`src/rtl/jk_bank_sequencer.sv`:
```
// Command-driven sequencer for a bank of W JK flip-flops; also performs the bank's power-up clear.
// Optional macro JK_COUNT_SAT_EN: counts saturate at all-ones/zero instead of wrapping and raise sat.
module jk_bank_sequencer #(
    parameter int unsigned W     = 4,
    parameter int unsigned LEN_W = 8
) (
    input  logic             clk,
    input  logic             rst,
    input  logic             cmd_valid,
    output logic             cmd_ready,
    input  logic [2:0]       cmd_op,
    input  logic [W-1:0]     cmd_data,
    input  logic [LEN_W-1:0] cmd_len,
    input  logic [W-1:0]     q_in,
    output logic [W-1:0]     j_out,
    output logic [W-1:0]     k_out,
    output logic             busy,
    output logic             done,
    output logic             sat
);

    typedef enum logic [1:0] {S_INIT, S_IDLE, S_RUN, S_DONE} state_t;
    typedef enum logic [2:0] {
        OP_HOLD, OP_CLEAR, OP_SET, OP_LOAD, OP_TOGGLE, OP_UP, OP_DOWN, OP_SHL
    } op_t;

    state_t           state_q, state_d;
    op_t              op_q;
    logic [W-1:0]     data_q;
    logic [LEN_W-1:0] rem_q, rem_d;
    logic             accept_c;
    logic [W-1:0]     up_t, dn_t;
    logic [W-1:0]     op_j, op_k;

    always_ff @(posedge clk) begin
        if (rst) begin
            state_q <= S_INIT;
            rem_q   <= '0;
            op_q    <= OP_HOLD;
            data_q  <= '0;
        end else begin
            state_q <= state_d;
            rem_q   <= rem_d;
            if (accept_c) begin
                op_q   <= op_t'(cmd_op);
                data_q <= cmd_data;
            end
        end
    end

    // Toggle enables for +1/-1: bit i flips when all lower bits are 1 (up) or 0 (down).
    always_comb begin : carry_chain
        logic acc_u;
        logic acc_d;
        acc_u = 1'b1;
        acc_d = 1'b1;
        up_t  = '0;
        dn_t  = '0;
        for (int i = 0; i < int'(W); i++) begin
            up_t[i] = acc_u;
            dn_t[i] = acc_d;
            acc_u   = acc_u & q_in[i];
            acc_d   = acc_d & ~q_in[i];
        end
    end

`ifdef JK_COUNT_SAT_EN
    logic sat_q;
    logic sat_blk_c;

    assign sat_blk_c = ((op_q == OP_UP) && (&q_in)) || ((op_q == OP_DOWN) && ~(|q_in));

    always_ff @(posedge clk) begin
        if (rst || accept_c) begin
            sat_q <= 1'b0;
        end else if ((state_q == S_RUN) && sat_blk_c) begin
            sat_q <= 1'b1;
        end
    end

    assign sat = sat_q & ~rst;
`else
    assign sat = 1'b0;
`endif

    // Per-operation J/K vectors, applied to the bank only while running.
    always_comb begin
        op_j = '0;
        op_k = '0;
        case (op_q)
            OP_HOLD:   ;
            OP_CLEAR:  op_k = '1;
            OP_SET:    op_j = '1;
            OP_LOAD:   begin op_j = data_q; op_k = ~data_q; end
            OP_TOGGLE: begin op_j = data_q; op_k = data_q;  end
            OP_UP:     begin op_j = up_t;   op_k = up_t;    end
            OP_DOWN:   begin op_j = dn_t;   op_k = dn_t;    end
            OP_SHL:    begin op_j = {q_in[W-2:0], data_q[0]}; op_k = ~op_j; end
            default:   ;
        endcase
`ifdef JK_COUNT_SAT_EN
        if (sat_blk_c) begin
            op_j = '0;
            op_k = '0;
        end
`endif
    end

    // Next state and outputs; reset overrides everything so the bank clears from the first edge.
    always_comb begin
        state_d   = state_q;
        rem_d     = rem_q;
        accept_c  = 1'b0;
        j_out     = '0;
        k_out     = '0;
        cmd_ready = 1'b0;
        busy      = 1'b0;
        done      = 1'b0;
        if (rst) begin
            k_out = '1;
            busy  = 1'b1;
        end else begin
            case (state_q)
                S_INIT: begin
                    k_out   = '1;
                    busy    = 1'b1;
                    state_d = S_IDLE;
                end
                S_IDLE: begin
                    cmd_ready = 1'b1;
                    if (cmd_valid) begin
                        accept_c = 1'b1;
                        rem_d    = (cmd_len == '0) ? LEN_W'(1) : cmd_len;
                        state_d  = S_RUN;
                    end
                end
                S_RUN: begin
                    busy  = 1'b1;
                    j_out = op_j;
                    k_out = op_k;
                    rem_d = rem_q - LEN_W'(1);
                    if (rem_q <= LEN_W'(1)) begin
                        state_d = S_DONE;
                    end
                end
                S_DONE: begin
                    done    = 1'b1;
                    state_d = S_IDLE;
                end
                default: state_d = S_INIT;
            endcase
        end
    end

endmodule

```
`config.mk`:
```
export PLATFORM = sky130hd
export DESIGN_NAME = jk_bank_sequencer
export DESIGN_NICKNAME = d
export VERILOG_FILES = /design/src/rtl/jk_bank_sequencer.sv
export SDC_FILE = /design/constraint.sdc
export NUM_CORES = 1
export LEC_CHECK = 0
export ABC_AREA = 1
export BUFFER_PORTS_ARGS = -buffer_cell sky130_fd_sc_hd__buf_2
export CAP_MARGIN = 20
export CORE_MARGIN = 4
export CORE_UTILIZATION = 38
export CTS_BUF_LIST = sky130_fd_sc_hd__clkbuf_16
export DETAILED_ROUTE_END_ITERATION = 6
export PLACE_DENSITY = 0.68
export SKIP_CTS_REPAIR_TIMING = 1
export SYNTH_ARGS = -nofsm -noshare
export SYNTH_HDL_FRONTEND = slang
export SYNTH_SLANG_ARGS = --single-unit
export TNS_END_PERCENT = 20
```
`constraint.sdc`:
```
create_clock -name clk -period 2 [get_ports clk]
set_input_delay 0.1 -clock clk [delete_from_list [all_inputs] [get_ports clk]]
set_output_delay 0.1 -clock clk [all_outputs]
set_load 0.1 [all_outputs]
```
==> flow_metrics.tcl, run 1 <==
set metrics [dict create \
    status "completed" \
    p_leak_uw 0.000798 \
    cts_htree_levels 1 \
    timing.hold.worst.class "in -> reg" \
    routabilityCongestion 0.874 \
    finalCritPeriodShare 0.938 \
    ant_nets 0 \
    clockRootBuffer "clkbuf_16" \
    synth-adder-area-share 0.0661 \
    synth-simple-area-share 0.355 \
    drc 0 \
    drtPass1Iterations 4 \
    endpoint "k_out[2]" \
    io_pins 34 \
    diodes 0 \
    synth.cell_area_um2 1330 \
    reg2reg_from "state_q[1]$_SDFFE_PP0P_" \
    port_buffers 31 \
    avgRoutedWirePerCell_um 10.3 \
    fin_crit_ns 1.88 \
    rsz0062_at_grt "false" \
    powerDensity_nw_per_um2 1250 \
    syn_nets 255 \
    start_kind "flop" \
    cp.required_ns 1.90 \
    avgViaCountPerCell 4.74 \
    area_growth_pct 29.3 \
    wl_met1_um 1480 \
    dpl_cell_area_um2 1630 \
    utilization 0.509 \
    yosys.cell_types.count 24 \
    dpl.hpwl_um 2450 \
    coreArea_um2 3360 \
    whs_ns 0.0528 \
    cts.sinks 17 \
    cp.arrival_ns 1.78 \
    die_h_um 67.1 \
    grt_pass1_wl_um 5310 \
    drive_above_1_share 0.184 \
    yosysWarnings 0 \
    seq_area_frac_synth 0.257 \
    drtIter0Drc 110 \
    muxShareOfSynthArea 0 \
    dieArea_um2 4500 \
    setup_viol 0 \
    max_stage_delay_ns 0.51 \
    critical_path.startpoint "op_q[2]$_SDFFE_PP0P_" \
    syn_area_per_cell_um2 5.86 \
    met3_length_um 153 \
    antenna_found_initial 0 \
    min_from "cmd_op[0]" \
    routed.top_layer "met4" \
    slowest_stage "dfxtp_1" \
    peakVddDrop_mv 0.551 \
    path_cells "nand2_1 > nor2_1 > inv_1 > nor2_1 > nor2_1 > nand2_1 > nand2_1 > nand2_1 > clkbuf_4" \
    clock_skew_ns 0.00326 \
    rows 21 \
    cts_tree "done" \
    nets 285 \
    grt_max_degree 19 \
    overflow 0 \
    maxCapViolCount 0 \
    grt_pass1_vias 1296 \
    cts_buffers 3 \
    crit_type "reg -> out" \
    r2r_setup_slack_ns 0.47 \
    end_kind "output pin" \
    initial_core_util 0.394 \
    total_power_uw 2150 \
    timing.critical_path.mode_cell "nand2_1" \
    tns_ns 0 \
    fin_area_um2 1710 \
    wl_met2_um 1440 \
    ctsLongestPathBuffers 2 \
    synth_xor_area_frac 0 \
    rr_endpoint "data_q[0]$_SDFFE_PP0P_" \
    clk-insertion-delay-late_ns 0.25 \
    layout_commonest_cell "nand2_1" \
    wirelength_um 3100 \
    drv_slew 0 \
    synth_top_family_by_area "simple AND/OR/NAND/NOR gates" \
    ys_seq_elements 17 \
    hold_violations 0 \
    max_freq_ghz 0.533 \
    r2r_cells 6 \
    vias 1427 \
    cp_max_fo 10 \
    synth-compound-area-share 0.197 \
    die_w_um 67.1 \
    path_clk_slew_ns 0.05 \
    mostFrequentLayoutCells "72 x nand2_1, 31 x inv_1, 26 x nor2_1, 23 x buf_2, 17 x dfxtp_1" \
    grt.total_usage 0.153 \
    syn-instance-count 226 \
]
how the worst min path moves through the flow:
stage,endpoint,slack [ns],cells past startpoint
6_report,op_q[0]$_SDFFE_PP0P_,0.05,3
5_1_grt,data_q[1]$_SDFFE_PP0P_,0.07,3
4_1_cts,data_q[1]$_SDFFE_PP0P_,0.05,3
3_5_place_dp,data_q[1]$_SDFFE_PP0P_,0.30,3
3_3_place_gp,op_q[0]$_SDFFE_PP0P_,0.30,3
2_1_floorplan,data_q[0]$_SDFFE_PP0P_,0.21,2
flip-flops by register name (all words and copies together) (netlist names):
signal / cells
state_q: 2
rem_q: 8
op_q: 3
data_q: 4
layer usage:
metal | GRT usage | vias up
li1 | - | 772
met1 | 0.185 | 623
met2 | 0.260 | 30
met3 | 0.0253 | 2
met4 | 0.0709 | 0
met5 | 0 | -
worst max-delay path: cells and delay by family (launching register included):
kind | cells | cell delay (ns)
buf+inv | 2 | 0.39
simple gates | 7 | 0.63
flops | 1 | 0.51
through the flow:
step	setup WS (ns)	std cells
6_report	0.123	301
2_1_floorplan	-0.0457	226
5_1_grt	0.0314	301
3_3_place_gp	0.310	297
3_5_place_dp	0.314	297
4_1_cts	0.0367	301
cells by family after synthesis:
kind of cell | count (synthesis)
compound gates | 45
fa+ha+maj | 7
buf+inv | 39
flops | 17
other cells | 1
simple gates | 117
power breakdown:
| group | leakage [uW] | switching [uW] | total (uW) | internal (uW) |
|---|---|---|---|---|
| logic | 0.000616 | 849 | 1220 | 375 |
| clock network | 0.0000423 | 131 | 396 | 265 |
| registers | 0.000139 | 91.9 | 525 | 433 |
cell usage after synthesis:
master	count	area, um2
buf_4	3	22.5
o21ai_0	16	80.1
nor2_2	3	18.8
nor3_1	1	5.00
o21ai_1	2	10.0
nand4_1	1	6.26
buf_2	3	15.0
buf_1	1	3.75
conb_1	1	3.75
nand2_1	72	270
or2_2	1	6.26
o21ai_4	1	16.3
nor2_1	26	97.6
inv_2	2	7.51
nand2_2	1	6.26
dfxtp_1	17	340
o211ai_1	2	15.0
nand3_1	12	60.1
a21oi_1	16	80.1
ha_1	7	87.6
a21oi_2	1	8.76
o31ai_1	6	45.0
a31oi_1	1	6.26
inv_1	30	113
layout make-up:
type,count,area (um2)
clock buffers,3,75.1
clock inverters,1,3.75
fillers,381,1650
inverters,32,120
multi-input cells,170,846
flip-flops and latches,17,340
well taps,46,57.6
repair buffers,32,270
No activity file was read; power rests on OpenSTA's default activity.
==> inputs of run 2 (changes only) <==
--- a/config.mk
+++ b/config.mk
@@ -5,9 +5,9 @@
 export SDC_FILE = /design/constraint.sdc
 export NUM_CORES = 1
 export LEC_CHECK = 0
-export ABC_AREA = 1
+export ABC_AREA = 0
 export BUFFER_PORTS_ARGS = -buffer_cell sky130_fd_sc_hd__buf_2
-export CAP_MARGIN = 20
+export CAP_MARGIN = 10
 export CORE_MARGIN = 4
 export CORE_UTILIZATION = 38
 export CTS_BUF_LIST = sky130_fd_sc_hd__clkbuf_16
==> run 2 against run 1 <==
Effect of this change: non-clock buffer count up 5; wire length up 2.5%; register-to-register slack worse by 0.13 ns; core utilization up 2.3 points; area after synthesis down 0.57%; worst hold slack better by 0.044 ns; largest cell class unchanged; die area down 0.51%; count of clock-buffer cells in the layout unchanged; global-route usage down 0.67 points.
==> flow_metrics.tcl, run 2 <==
set metrics [dict create \
    status "completed" \
    drive_above_1_share 0.261 \
    hold_end "op_q[1]$_SDFFE_PP0P_" \
    cts.sinks 17 \
    synth-edff-count 0 \
    cp_max_fo 5 \
    grt_max_degree 25 \
    avgRoutedWirePerCell_um 12.4 \
    io_pins 34 \
    synth_area_leaders "dfxtp_1 26%, a21oi_1 9.5%, ha_1 6.6%, nand2_1 5.4%, o21ai_0 4.6%" \
    clockRootBuffer "clkbuf_16" \
    die_h_um 66.9 \
    layout_commonest_cell "a21oi_1" \
    initial_core_util 0.395 \
    yosysWarnings 0 \
    ant_nets 0 \
    max_freq_ghz 0.535 \
    fin_ws_ns 0.131 \
    diodes 0 \
    fin_area_um2 1780 \
    ys_seq_elements 17 \
    wirelength_um 3180 \
    yosys.cell_types.count 40 \
    rsz0062_at_grt "false" \
    met3_length_um 102 \
    p_leak_uw 0.000698 \
    synth.cell_area_um2 1320 \
    wl_met1_um 1560 \
    cts_htree_levels 1 \
    yosys_most_used_dff "dfxtp_1" \
    maxCapViolCount 0 \
    min_from "cmd_op[1]" \
    port_buffers 31 \
    finalCritPeriodShare 0.934 \
    grt_pass1_wl_um 5150 \
    hold_depth 3 \
    avgViaCountPerCell 5.23 \
    clk-insertion-delay-late_ns 0.25 \
    start_kind "flop" \
    mostFrequentLayoutCells "23 x a21oi_1, 22 x buf_2, 19 x nand2_1, 16 x dfxtp_1, 15 x nor2_1" \
    dieArea_um2 4470 \
    r2r_setup_slack_ns 0.34 \
    area_growth_pct 34.8 \
    end_kind "output pin" \
    grt.total_usage 0.146 \
    grt_pass1_vias 1163 \
    synth_top_area_frac 0.258 \
    fill_cells 335 \
    routed.top_layer "met4" \
    r2r_cells 7 \
    overflow 0 \
    routabilityCongestion 0.796 \
    dpl_cell_area_um2 1700 \
    setup_viol 0 \
    cts_tree "done" \
    syn_nets 211 \
    path_cells "inv_1 > ha_1 > nand2b_1 > a211o_1 > a21oi_2 > buf_12" \
    cp.arrival_ns 1.77 \
    drc 0 \
    seq_area_frac_synth 0.258 \
    drtPass1Iterations 4 \
    rr_endpoint "rem_q[2]$_SDFFE_PP0P_" \
    clock_skew_ns 0.00408 \
    drv_slew 0 \
    top_regs "rem_q (8), data_q (4), op_q (3)" \
    syn-instance-count 182 \
    synth_most_common_cell "a21oi_1" \
    yosys.area.top_type "dfxtp_1" \
    synthArstFlopShare 0 \
    die_w_um 66.9 \
    pre_cts_ws_ns 0.342 \
    top_register "rem_q" \
    reg2reg_from "state_q[0]$_SDFFE_PP0P_" \
    ctsLongestPathBuffers 2 \
    vias 1345 \
    fin_crit_ns 1.87 \
    timing.hold.worst.class "in -> reg" \
    nets 241 \
    whs_ns 0.0966 \
    hold_violations 0 \
    slowest_stage "dfxtp_1" \
    rows 21 \
    antenna_found_initial 0 \
    powerDensity_nw_per_um2 1310 \
    largest_reg_flops 8 \
    dpl.hpwl_um 2420 \
    ys_top_cells_by_count "25 x a21oi_1, 19 x nand2_1, 17 x dfxtp_1, 15 x nor2_1, 12 x o21ai_0" \
    drtIter0Drc 75 \
    syn_area_per_cell_um2 7.24 \
    max_stage_delay_ns 0.34 \
    crit_type "reg -> out" \
    path_clk_slew_ns 0.05 \
    wl_met2_um 1480 \
    coreArea_um2 3340 \
    cts_buffers 3 \
    peakVddDrop_mv 0.508 \
    cp.required_ns 1.90 \
]
-- run 2: cell count changes in the layout (fill, tap and decap cells not counted), moves of 6 or more --
cell / before / now
a21oi_1: 14 / 23
inv_1: 31 / 9
nand2_1: 72 / 19
nor2_1: 26 / 15
nor2b_1: 0 / 8
o31ai_1: 6 / 0
-- run 2: area by class of cell --
cell class,count,area (um2),share of cell area
well taps,46,57.6,0.0324
clock inverters,1,3.75,0.00211
flip-flops and latches,17,342,0.192
inverters,9,33.8,0.0190
repair buffers,37,335,0.189
multi-input cells,144,928,0.523
clock buffers,3,75.1,0.0423
-- run 2: worst max path at each step --
stage	from	end	slack, ns	depth (start not counted)
finish	state_q[0]$_SDFFE_PP0P_	j_out[1]	0.13	6
global route	state_q[0]$_SDFFE_PP0P_	j_out[1]	0.05	6
CTS	op_q[1]$_SDFFE_PP0P_	j_out[3]	0.09	4
detailed placement	state_q[0]$_SDFFE_PP0P_	rem_q[0]$_SDFFE_PP0P_	0.34	8
global placement	op_q[1]$_SDFFE_PP0P_	j_out[3]	0.36	4
floorplan	op_q[1]$_SDFFE_PP0P_	j_out[3]	-0.32	4
-- run 2: through the flow --
stage	cells	TNS, ns	total power (uW)	utilization
global placement	253	0	1900	0.508
finish	257	0	2320	0.532
detailed placement	253	0	1910	0.508
global route	257	0	2480	0.532
CTS	257	0	2320	0.532
floorplan	182	-1.07	1540	-
-- run 2: where the power goes --
group | leakage, uW | total [uW] | internal, uW | switching, uW
clock | 0.0000423 | 405 | 266 | 139
sequential | 0.000140 | 556 | 437 | 119
combinational | 0.000516 | 1360 | 501 | 859
total | 0.000698 | 2320 | 1200 | 1120
-- run 2: cell families after synthesis --
kind of cell,Yosys count,share of synthesized area
buffers and inverters,21,0.0712
adder cells (fa/ha/maj),7,0.0665
multiplexers,4,0.0313
other,1,0.00285
AND/OR/NAND/NOR,71,0.279
XOR/XNOR,1,0.00665
flip-flops,17,0.258
AO/OA/AOI/OAI,60,0.284
-- run 2: worst max-delay path, delay by kind of cell (launching register included) --
family	cells	cell delay (ns)
fa+ha+maj	1	0.26
compound gates	2	0.44
simple gates	1	0.19
flops	1	0.34
buf+inv	2	0.30
-- run 2: layer usage --
metal / vias up / GRT usage
met4: 0 / 0.0532
met3: 4 / 0.0152
met1: 614 / 0.202
met2: 20 / 0.233
met5: - / 0
li1: 707 / -
==> inputs of run 3 (changes only) <==
--- a/config.mk
+++ b/config.mk
@@ -8,7 +8,6 @@
 export ABC_AREA = 0
 export BUFFER_PORTS_ARGS = -buffer_cell sky130_fd_sc_hd__buf_2
 export CAP_MARGIN = 10
-export CORE_MARGIN = 4
 export CORE_UTILIZATION = 38
 export CTS_BUF_LIST = sky130_fd_sc_hd__clkbuf_16
 export DETAILED_ROUTE_END_ITERATION = 6
==> run 3 against run 2 <==
Effect of this change: clock skew is 0.00056 ns higher; critical endpoint unchanged; first-iteration DRC count is 41% higher; count of clock-buffer cells in the layout stayed put.
==> flow_metrics.tcl, run 3 (synthesis gave the netlist of run 2 again) <==
set metrics [dict create \
    status "completed" \
    port_buffers 31 \
    rsz0062_at_grt "false" \
    cp.required_ns 1.90 \
    cts_buffers 3 \
    mostFrequentLayoutCells "23 x a21oi_1, 22 x buf_2, 19 x nand2_1, 17 x dfxtp_1, 15 x nor2_1" \
    initial_core_util 0.395 \
    die_w_um 60.9 \
    grt_max_degree 25 \
    cp_max_fo 6 \
    die_h_um 60.9 \
    nets 243 \
    min_from "cmd_op[2]" \
    avgViaCountPerCell 5.26 \
    grt_pass1_wl_um 5110 \
    powerDensity_nw_per_um2 1290 \
    routabilityCongestion 0.885 \
    cts.sinks 17 \
    clockRootBuffer "clkbuf_16" \
    wirelength_um 3040 \
    end_kind "output pin" \
    rows 21 \
    diodes 0 \
    largest_reg_flops 8 \
    drtPass1Iterations 4 \
    overflow 0 \
    peakVddDrop_mv 0.519 \
    total_power_uw 2310 \
    critical_path.startpoint "state_q[0]$_SDFFE_PP0P_" \
    grt.total_usage 0.183 \
    utilization 0.536 \
    timing.hold.worst.class "in -> reg" \
    cp.arrival_ns 1.80 \
    dieArea_um2 3710 \
    vias 1363 \
    tns_ns 0 \
    top_register "rem_q" \
    start_kind "flop" \
    io_pins 34 \
    register_area_um2 340 \
    area_growth_pct 35.8 \
    clk-insertion-delay-late_ns 0.25 \
    finalCritPeriodShare 0.950 \
    layout_commonest_cell "a21oi_1" \
    ctsLongestPathBuffers 2 \
    drive_above_1_share 0.263 \
    drv_slew 0 \
    drc 0 \
    antenna_found_initial 0 \
    top_regs "rem_q (8), data_q (4), op_q (3)" \
    cts_htree_levels 1 \
    grt_pass1_vias 1160 \
    setup_viol 0 \
    dpl.hpwl_um 2290 \
    avgRoutedWirePerCell_um 11.7 \
    drtIter0Drc 106 \
    fin_crit_ns 1.90 \
    max_freq_ghz 0.526 \
    ant_nets 0 \
    cts_tree "done" \
    whs_ns 0.106 \
    reg2reg_from "state_q[1]$_SDFFE_PP0P_" \
    maxCapViolCount 0 \
    path_clk_slew_ns 0.05 \
    multi_input_area_um2 928 \
    clock_skew_ns 0.00464 \
    fill_cells 328 \
    hold_violations 0 \
    crit_type "reg -> out" \
    p_leak_uw 0.000707 \
    coreArea_um2 3340 \
]
==> run 3: cell types whose count changed in the layout (fill, tap and decap cells not counted) <==
cell     change
dfxtp_1      +1
buf_4        +2
dfxtp_2      -1
==> run 3: cell type report <==
cell class | count | share of cell area
Clock inverter | 1 | 0.00210
Clock buffer | 3 | 0.0420
Multi-Input combinational cell | 144 | 0.519
Timing Repair Buffer | 39 | 0.196
Tap cell | 46 | 0.0322
Inverter | 9 | 0.0189
Sequential cell | 17 | 0.190
==> run 3: routing by layer <==
metal,vias to the layer above,routed length (um),GRT usage
met1,606,1480,0.265
li1,712,-,-
met5,-,0,0
met4,0,23,0.0519
met3,2,164,0.0341
met2,43,1370,0.276
==> run 3: report_power, final <==
part / total, uW / switching (uW) / internal, uW
combinational: 1380 / 874 / 502
sequential: 544 / 108 / 436
clock: 392 / 127 / 265
total: 2310 / 1110 / 1200
==> run 3: path summary, 6_finish.rpt <==
path / slack (ns) / cells past startpoint / to
min: 0.11 / 3 / op_q[2]$_SDFFE_PP0P_
max: 0.1 / 6 / j_out[1]
max reg2reg: 0.29 / 7 / rem_q[3]$_SDFFE_PP0P_
min reg2reg: 0.49 / 2 / rem_q[6]$_SDFFE_PP0P_
==> run 3: stage by stage <==
stage	worst slack (ns)	std cells	area, um2
global route	0.00199	259	1790
detailed placement	0.300	255	1710
floorplan	-0.322	182	1360
global placement	0.358	255	1710
CTS	0.107	259	1790
finish	0.0998	259	1790
==> run 3: worst max-delay path, stage by stage, from the launching register on <==
cell      delay [ns]
dfxtp_1         0.33
inv_1           0.10
ha_1            0.27
nand2b_1        0.20
a211o_1         0.28
a21oi_2         0.17
buf_12          0.20
